$ cat src/rtl/rt_ibex_pcs_restore_seq.sv
// rt_ibex_pcs_restore_seq: writes a PCS LIFO restore vector back into the register file, one register per granted cycle
module rt_ibex_pcs_restore_seq #(
    parameter int unsigned NrSavedRegs = 9,
    parameter int unsigned DataWidth   = 32,
    parameter int unsigned AddrWidth   = 5,
    parameter logic [NrSavedRegs-1:0][AddrWidth-1:0] RegAddrs =
        {5'd15, 5'd14, 5'd13, 5'd12, 5'd11, 5'd10, 5'd9, 5'd8, 5'd1}
) (
    input  logic                                  clk_i,
    input  logic                                  rst_ni,
    input  logic                                  restore_en_i,
    input  logic [NrSavedRegs-1:0][DataWidth-1:0] restore_data_i,
    input  logic                                  rf_wgnt_i,
    output logic                                  rf_we_o,
    output logic [AddrWidth-1:0]                  rf_waddr_o,
    output logic [DataWidth-1:0]                  rf_wdata_o,
    output logic                                  busy_o,
    output logic                                  done_o,
    output logic                                  err_o
);

    localparam int unsigned     IdxW    = (NrSavedRegs > 1) ? $clog2(NrSavedRegs) : 1;
    localparam logic [IdxW-1:0] LastIdx = IdxW'(NrSavedRegs - 1);

    typedef enum logic [1:0] {IDLE, WRITE, DONE} state_e;

    state_e                                state_q, state_d;
    logic [IdxW-1:0]                       idx_q, idx_d;
    logic [NrSavedRegs-1:0][DataWidth-1:0] buf_q, buf_d;
    logic                                  busy_q, busy_d;
    logic                                  err_q, err_d;

    // Next state, buffer capture, index advance on grant, and write-port outputs
    always_comb begin
        state_d    = state_q;
        idx_d      = idx_q;
        buf_d      = buf_q;
        err_d      = 1'b0;
        rf_we_o    = 1'b0;
        rf_waddr_o = '0;
        rf_wdata_o = '0;
        done_o     = 1'b0;
        case (state_q)
            IDLE: begin
                if (restore_en_i) begin
                    buf_d   = restore_data_i;
                    idx_d   = '0;
                    state_d = WRITE;
                end
            end
            WRITE: begin
                rf_we_o    = 1'b1;
                rf_waddr_o = RegAddrs[idx_q];
                rf_wdata_o = buf_q[idx_q];
                err_d      = restore_en_i;
                if (rf_wgnt_i) begin
                    if (idx_q == LastIdx) state_d = DONE;
                    else                  idx_d   = idx_q + IdxW'(1);
                end
            end
            DONE: begin
                done_o  = 1'b1;
                err_d   = restore_en_i;
                state_d = IDLE;
            end
            default: state_d = IDLE;
        endcase
        busy_d = (state_d != IDLE);
    end

    // State, index, buffer and registered status flags
    always_ff @(posedge clk_i or negedge rst_ni) begin
        if (!rst_ni) begin
            state_q <= IDLE;
            idx_q   <= '0;
            buf_q   <= '0;
            busy_q  <= 1'b0;
            err_q   <= 1'b0;
        end else begin
            state_q <= state_d;
            idx_q   <= idx_d;
            buf_q   <= buf_d;
            busy_q  <= busy_d;
            err_q   <= err_d;
        end
    end

    assign busy_o = busy_q;
    assign err_o  = err_q;

endmodule

$ cat config.mk
export PLATFORM = sky130hd
export DESIGN_NAME = rt_ibex_pcs_restore_seq
export DESIGN_NICKNAME = d
export VERILOG_FILES = /design/src/rtl/rt_ibex_pcs_restore_seq.sv
export SDC_FILE = /design/constraint.sdc
export NUM_CORES = 1
export LEC_CHECK = 0
export ABC_AREA = 1
export CORE_MARGIN = 10
export CORE_UTILIZATION = 45
export CTS_CLUSTER_SIZE = 12
export DETAILED_ROUTE_END_ITERATION = 7
export DONT_BUFFER_PORTS = 1
export SLEW_MARGIN = 20
export SYNTH_ARGS = -nofsm -noshare
export SYNTH_HDL_FRONTEND = slang
export SYNTH_SLANG_ARGS = --single-unit
$ cat constraint.sdc
create_clock -name clk_i -period 2.45 [get_ports clk_i]
set_input_delay 0.245 -clock clk_i [delete_from_list [all_inputs] [get_ports clk_i]]
set_output_delay 0.245 -clock clk_i [all_outputs]
set_load 0.02 [all_outputs]
==> flow_metrics.env, run 1 <==
export IMPL_gr_overflow_total=0
export IMPL_grt_start_max_net_pins=297
export IMPL_synth_warnings=0
export IMPL_synth_largest_area_cell="dfrtp_1"
export IMPL_synth_seq_area_share=0.520
export IMPL_start_util=0.454
export IMPL_routed_wirelength_um=45800
export IMPL_gr_usage_all_layers=0.227
export IMPL_path_clk_slew_ns=0.06
export IMPL_worst_path_max_fanout=12
export IMPL_fp_row_count=65
export IMPL_syn2layout_area_growth_pct=31.8
export IMPL_cts_buffers=34
export IMPL_crit_path_start_kind="register"
export IMPL_post_synth_edffs=0
export IMPL_grt_first_pass_wirelength_um=70600
export IMPL_report_final_setup_viol=0
export IMPL_total_switching_power_w=0.00952
export IMPL_synth_top_cell_area_share=0.520
export IMPL_route_antenna_remaining_nets=0
export IMPL_dp_final_hpwl_um=29000
export IMPL_min_clock_period_post_route_ns=2.36
export IMPL_setup_worst_path_end_class="output pin"
export IMPL_place_gp_congestion=0.854
export IMPL_outcome="finished, violations left"
export IMPL_synth_cells_most_frequent="nand2_1 (398), dfrtp_1 (296), nand3_1 (197)"
export IMPL_drv_max_cap_violation_count=0
export IMPL_grt_use_met1=0.311
export IMPL_layout_cell_share_with_drive_strength_beyond_1=0.140
export IMPL_critical_path_top_cell_by_count="nand3_1"
export IMPL_ctsRootBufferMaster="clkbuf_16"
export IMPL_synth_cell_area_um2=14300
export IMPL_fin_util=0.598
export IMPL_timing_critical_path_required_ns=2.20
export IMPL_globalRouteMet2Util=0.353
export IMPL_cp_cell_sequence="inv_8 -> buf_12 -> buf_4 -> nand3_1 -> nand3_1 -> nand3_1 -> nand2_1 -> inv_1"
export IMPL_post_synth_main_area_contributors="dfrtp_1 (52%), mux2_2 (13%), nand2_1 (10%)"
export IMPL_cp_arrival_ns=2.11
export IMPL_rr_startpoint="state_q[1]"
export IMPL_power_sequential_fraction=0.348
export IMPL_hold_viol_final=296
export IMPL_fin_crit_sh=0.963
export IMPL_hold_buffers=290
export IMPL_rr_endpoint="buf_q[127]"
export IMPL_ys_flop_type="dfrtp_1"
export IMPL_hold_slack_ns=-0.566
export IMPL_power_switching_fraction=0.397
export IMPL_achievable_frequency_mhz=424
export IMPL_async_reset_ff_frac=1.00
export IMPL_drt_iter0_markers=817
export IMPL_max_slew_margin_vs_limit=0.629
export IMPL_finClkSkew_ns=0.00606
export IMPL_placedCellCount=1938
export IMPL_failed_checks="hold timing"
export IMPL_power_leakage_nw=9.00
export IMPL_regToRegSetupSlack_ns=0.59
export IMPL_grt_setup_unrepaired="true"
export IMPL_ir_drop_v=0.000724
export IMPL_worstHoldPathType="in -> async"
export IMPL_p_int_w=0.0145
export IMPL_post_synth_num_cell_types=27
export IMPL_design_portCount=333
export IMPL_post_drt_wl_per_cell_um=19.9
export IMPL_post_detailed_route_drc_marker_count=0
export IMPL_htreeDepth=2
export IMPL_fp_dieW_um=198
export IMPL_worst_r2r_path_depth=5
export IMPL_worstSkewPairLatency_ns=0.51
export IMPL_die_height_um=198
export IMPL_fp_dieArea_um2=39200
export IMPL_nNetsFinal=2166
export IMPL_viasPerCell=5.22
export IMPL_grt_pass1_vias=12400
export IMPL_filler_cell_count=2605
export IMPL_io_buffers=0
export IMPL_most_common_cell_in_the_netlist="nand2_1"
export IMPL_final_instance_count_excl_fill=2300
export IMPL_ratio_of_total_power_to_cell_area_nw_per_um2=1280
export IMPL_numClockSinks=296
export IMPL_slew_violations=0
export IMPL_mappedNetlistNets=1908
export IMPL_worst_slew_pin_slew_ns=0.557
export IMPL_p_comb_frac=0.442
export IMPL_power_clock_fraction=0.210
export IMPL_met3_usage=0.0548
export IMPL_crit_path_top_delay_cell="dfrtp_4"
export IMPL_syn_instance_count=1610
export IMPL_worstSetupPathType="reg -> out"
export IMPL_global_route_peak_usage_layer="met2"
export IMPL_cts_tree="yes"
export IMPL_first_pass_iters=5
export IMPL_cp_peak_stage_delay_ns=0.53
export IMPL_synth_seq_cells=296
export IMPL_setup_tns_ns=0
export IMPL_synthesis_area_per_instance_um2=8.85
export IMPL_cts_max_path_buffers=3
export IMPL_routed_via_count=12000
export IMPL_core_region_area_um2=31400
export IMPL_initial_antenna_violation_count=7
-- per-layer routing --
layer	part of all wire	wire length, µm
met3	0.076	3490
met2	0.46	21000
met5	0	0
met1	0.44	20200
met4	0.023	1070
-- stage by stage --
| step | total power (W) | area [µm²] | setup slack, ns | hold slack (ns) |
|---|---|---|---|---|
| after floorplan | 0.0156 | 14300 | 0.606 | -0.0506 |
| after global placement | 0.0179 | 14600 | 0.506 | -0.0403 |
| after detailed placement | 0.0182 | 14600 | 0.477 | -0.0407 |
| after CTS | 0.0237 | 18600 | 0.00354 | -0.586 |
| after global routing | 0.0257 | 18800 | -0.0186 | -0.587 |
| final | 0.0240 | 18800 | 0.0916 | -0.566 |
-- power by group through the flow --
stage | clock [W] | combinational [W] | sequential (W)
5_1_grt | 0.00531 | 0.0118 | 0.00862
6_report | 0.00503 | 0.0106 | 0.00836
4_1_cts | 0.00516 | 0.0103 | 0.00828
3_3_place_gp | 0 | 0.00966 | 0.00829
3_5_place_dp | 0 | 0.00981 | 0.00836
2_1_floorplan | 0 | 0.00750 | 0.00805
-- timing repair --
item / in CTS / in global routing
gates resized for setup: 5 / 17
setup buffers: 2 / 1
gates cloned: 0 / 3
endpoints found under the setup margin: 22 / 33
pin swaps: 1 / 1
endpoints found under the hold margin: 587 / 296
-- cell families (layout without fill, tap and decap cells) --
kind of cell	after synthesis	count (layout)	share of synthesized area
flip-flops	296	296	0.520
AO/OA/AOI/OAI	138	138	0.0492
adder cells (fa/ha/maj)	6	6	0.00527
other	1	10	0.000263
AND/OR/NAND/NOR	731	731	0.212
XOR/XNOR	2	2	0.00123
buffers and inverters	276	555	0.0861
multiplexers	160	160	0.126
-- layout make-up --
type / count / area, µm² / share of cell area
clock inverters: 7 / 63.8 / 0.00340
flip-flops and latches: 296 / 7410 / 0.395
clock buffers: 50 / 1040 / 0.0556
inverters: 172 / 666 / 0.0354
repair buffers: 326 / 3420 / 0.182
diodes: 9 / 22.5 / 0.00120
well taps: 402 / 503 / 0.0268
multi-input cells: 1038 / 5640 / 0.300
-- registers in the layout, summed over array words and instances (netlist names) --
name,cells
buf_q,288
idx_q,4
state_q,2
busy_o,1
err_o,1
-- critical path: cells and delay by family, from the launching register on --
family	cells	cell delay, ns
flip-flops	1	0.53
AND/OR/NAND/NOR	4	0.43
buffers and inverters	4	0.63
-- layout by cell type (no fill, tap or decap), types with 2 or more instances in the layout --
cell type / synthesis / final
mux2_2: 160 / 160
buf_4: 19 / 16
dfrtp_1: 296 / 294
nor2_4: 0 / 2
clkbuf_1: 7 / 6
dlygate4sd3_1: 0 / 290
diode_2: 0 / 9
nand3_1: 197 / 196
clkbuf_8: 0 / 7
buf_6: 4 / 3
clkinv_2: 0 / 5
dfrtp_4: 0 / 2
nor2_1: 129 / 129
buf_8: 0 / 2
buf_16: 0 / 3
inv_2: 5 / 6
o21ai_0: 2 / 2
buf_12: 0 / 9
clkbuf_16: 0 / 40
ha_1: 6 / 5
a21oi_1: 130 / 130
inv_1: 167 / 164
o21ai_1: 2 / 2
xor2_1: 2 / 2
nand2_1: 398 / 397
-- worst max-delay path by stage --
stage,start,endpoint,slack [ns]
3_3_place_gp,idx_q[1],rf_waddr_o[1],0.51
6_report,idx_q[1],rf_wdata_o[12],0.09
2_1_floorplan,idx_q[0],rf_waddr_o[2],0.61
4_1_cts,idx_q[1],rf_wdata_o[8],0.004
3_5_place_dp,idx_q[3],rf_wdata_o[26],0.48
5_1_grt,idx_q[0],rf_wdata_o[19],-0.02
Power figures use the tool's default switching activity.
==> run 2: changes to the inputs <==
--- a/config.mk
+++ b/config.mk
@@ -7,7 +7,7 @@
 export LEC_CHECK = 0
 export ABC_AREA = 1
 export CORE_MARGIN = 10
-export CORE_UTILIZATION = 45
+export CORE_UTILIZATION = 30
 export CTS_CLUSTER_SIZE = 12
 export DETAILED_ROUTE_END_ITERATION = 7
 export DONT_BUFFER_PORTS = 1
==> run 2 against run 1 <==
Compared with the run above:
- the run still ends with hold timing left
- flip-flop and latch count unchanged
- total power is 12% higher
- via count increased by 3.7%
- largest cell class unchanged
==> flow_metrics.env, run 2 (same netlist as run 1, synthesis figures left out) <==
export IMPL_dp_final_hpwl_um=34500
export IMPL_ratio_of_total_power_to_cell_area_nw_per_um2=1330
export IMPL_report_final_setup_viol=0
export IMPL_route_antenna_remaining_nets=0
export IMPL_viasPerCell=4.91
export IMPL_timing_critical_path_required_ns=2.20
export IMPL_post_layout_total_power_w=0.0268
export IMPL_cts_max_path_buffers=3
export IMPL_fp_row_count=79
export IMPL_finClkSkew_ns=0.0167
export IMPL_hold_viol_final=296
export IMPL_routed_via_count=12400
export IMPL_gr_overflow_total=0
export IMPL_post_detailed_route_drc_marker_count=0
export IMPL_cp_cell_sequence="buf_12 -> inv_8 -> buf_16 -> ha_1 -> nand2_1 -> o311ai_0 -> inv_1"
export IMPL_fin_area_um2=20100
export IMPL_reg_top3="buf_q x288, idx_q x4, state_q x2"
export IMPL_initial_antenna_violation_count=12
export IMPL_numClockSinks=296
export IMPL_nNetsFinal=2193
export IMPL_min_clock_period_post_route_ns=2.43
export IMPL_die_height_um=238
export IMPL_power_leakage_nw=9.40
export IMPL_grt_pass1_vias=12800
export IMPL_drv_max_cap_violation_count=0
export IMPL_mostFrequentLayoutCell="nand2_1"
export IMPL_gr_usage_all_layers=0.181
export IMPL_cp_peak_stage_delay_ns=0.50
export IMPL_worstSkewPairLatency_ns=0.55
export IMPL_max_flop_register="buf_q"
export IMPL_outcome="finished, violations left"
export IMPL_ir_drop_v=0.000767
export IMPL_post_drt_wl_per_cell_um=21.1
export IMPL_fp_dieW_um=238
export IMPL_largest_reg_flops=288
export IMPL_htreeDepth=2
export IMPL_routed_wirelength_um=53500
export IMPL_start_util=0.305
export IMPL_achievable_frequency_mhz=412
export IMPL_cts_tree="yes"
export IMPL_dpl_cell_area_um2=15000
export IMPL_drt_iter0_markers=963
export IMPL_slew_violations=0
export IMPL_place_gp_congestion=0.907
export IMPL_grt_start_max_net_pins=297
export IMPL_worstHoldPathType="in -> async"
export IMPL_worstSetupPathType="reg -> out"
export IMPL_grt_first_pass_wirelength_um=79100
export IMPL_fin_crit_sh=0.990
export IMPL_design_portCount=333
export IMPL_setup_worst_path_end_class="output pin"
export IMPL_hold_slack_ns=-0.609
export IMPL_cts_buffers=36
export IMPL_failed_checks="hold timing"
export IMPL_crit_path_start_kind="register"
export IMPL_crit_path_top_delay_cell="dfrtp_4"
export IMPL_layout_cell_share_with_drive_strength_beyond_1=0.216
export IMPL_io_buffers=0
export IMPL_fp_dieArea_um2=56600
export IMPL_core_region_area_um2=46800
export IMPL_syn2layout_area_growth_pct=41.3
export IMPL_hold_buffers=290
export IMPL_grt_setup_unrepaired="true"
export IMPL_first_pass_iters=6
export IMPL_worst_path_max_fanout=13
export IMPL_layout_cells_most_common_list="nand2_1 (350), dfrtp_1 (292), dlygate4sd3_1 (290)"
export IMPL_path_clk_slew_ns=0.06
export IMPL_ctsRootBufferMaster="clkbuf_16"
export IMPL_cp_arrival_ns=2.18
[run 2: final timing paths]
kind	start	to	slack, ns	cells past startpoint
min in group clk_i	restore_en_i	idx_q[0]	0.09	4
worst max-delay path	idx_q[0]	rf_waddr_o[1]	0.02	7
worst max register to register	state_q[1]	buf_q[101]	0.55	5
worst min register to register	buf_q[8]	buf_q[8]	0.50	1
max in group asynchronous	rst_ni	buf_q[230]	2.65	0
worst min-delay path	rst_ni	buf_q[164]	-0.61	0
[run 2: worst max-delay path: cells and delay by family (launching register included)]
kind,cells,cell delay [ns]
and+or+nand+nor,1,0.07
DFF,1,0.50
AOI/OAI and AO/OA,1,0.12
adders and majority gates,1,0.26
buffers and inverters,4,0.67
[run 2: report_power, final]
group	switching (W)	internal (W)	leakage, nW
clock network	0.00219	0.00353	0.612
registers	0.00107	0.00730	3.37
logic	0.00762	0.00506	5.42
total	0.0109	0.0159	9.40
[run 2: layout make-up]
type	count	area [µm²]
Fill cell	4318	26600
Sequential cell	296	7420
Multi-Input combinational cell	1038	6030
Timing Repair Buffer	349	3940
Clock buffer	50	1050
Tap cell	607	759
Inverter	172	684
Clock inverter	11	198
Antenna cell	12	30.0
Timing Repair inverter	2	22.5
[run 2: repair_timing]
item | CTS | global route
resized for setup | 55 | 113
endpoints found under the hold margin | 587 | 296
cloned | 8 | 5
buffers inserted | 8 | 4
setup endpoints to repair | 34 | 34
pin swaps | 3 | 22
[run 2: through the flow]
stage / std cells / worst slack [ns] / hold slack, ns / TNS, ns / utilization
5_1_grt: 2537 / -0.0585 / -0.640 / -0.442 / 0.431
4_1_cts: 2516 / -0.0388 / -0.643 / -0.147 / 0.418
3_3_place_gp: 2149 / 0.375 / -0.0391 / 0 / 0.320
3_5_place_dp: 2149 / 0.352 / -0.0385 / 0 / 0.320
2_1_floorplan: 1610 / 0.606 / -0.0506 / 0 / -
6_report: 2537 / 0.0250 / -0.609 / 0 / 0.431
[run 2: layer usage]
layer,part of all wire,track usage
met1,0.44,0.246
met2,0.45,0.277
met3,0.086,0.0481
met4,0.022,0.0575
met5,0.00024,0
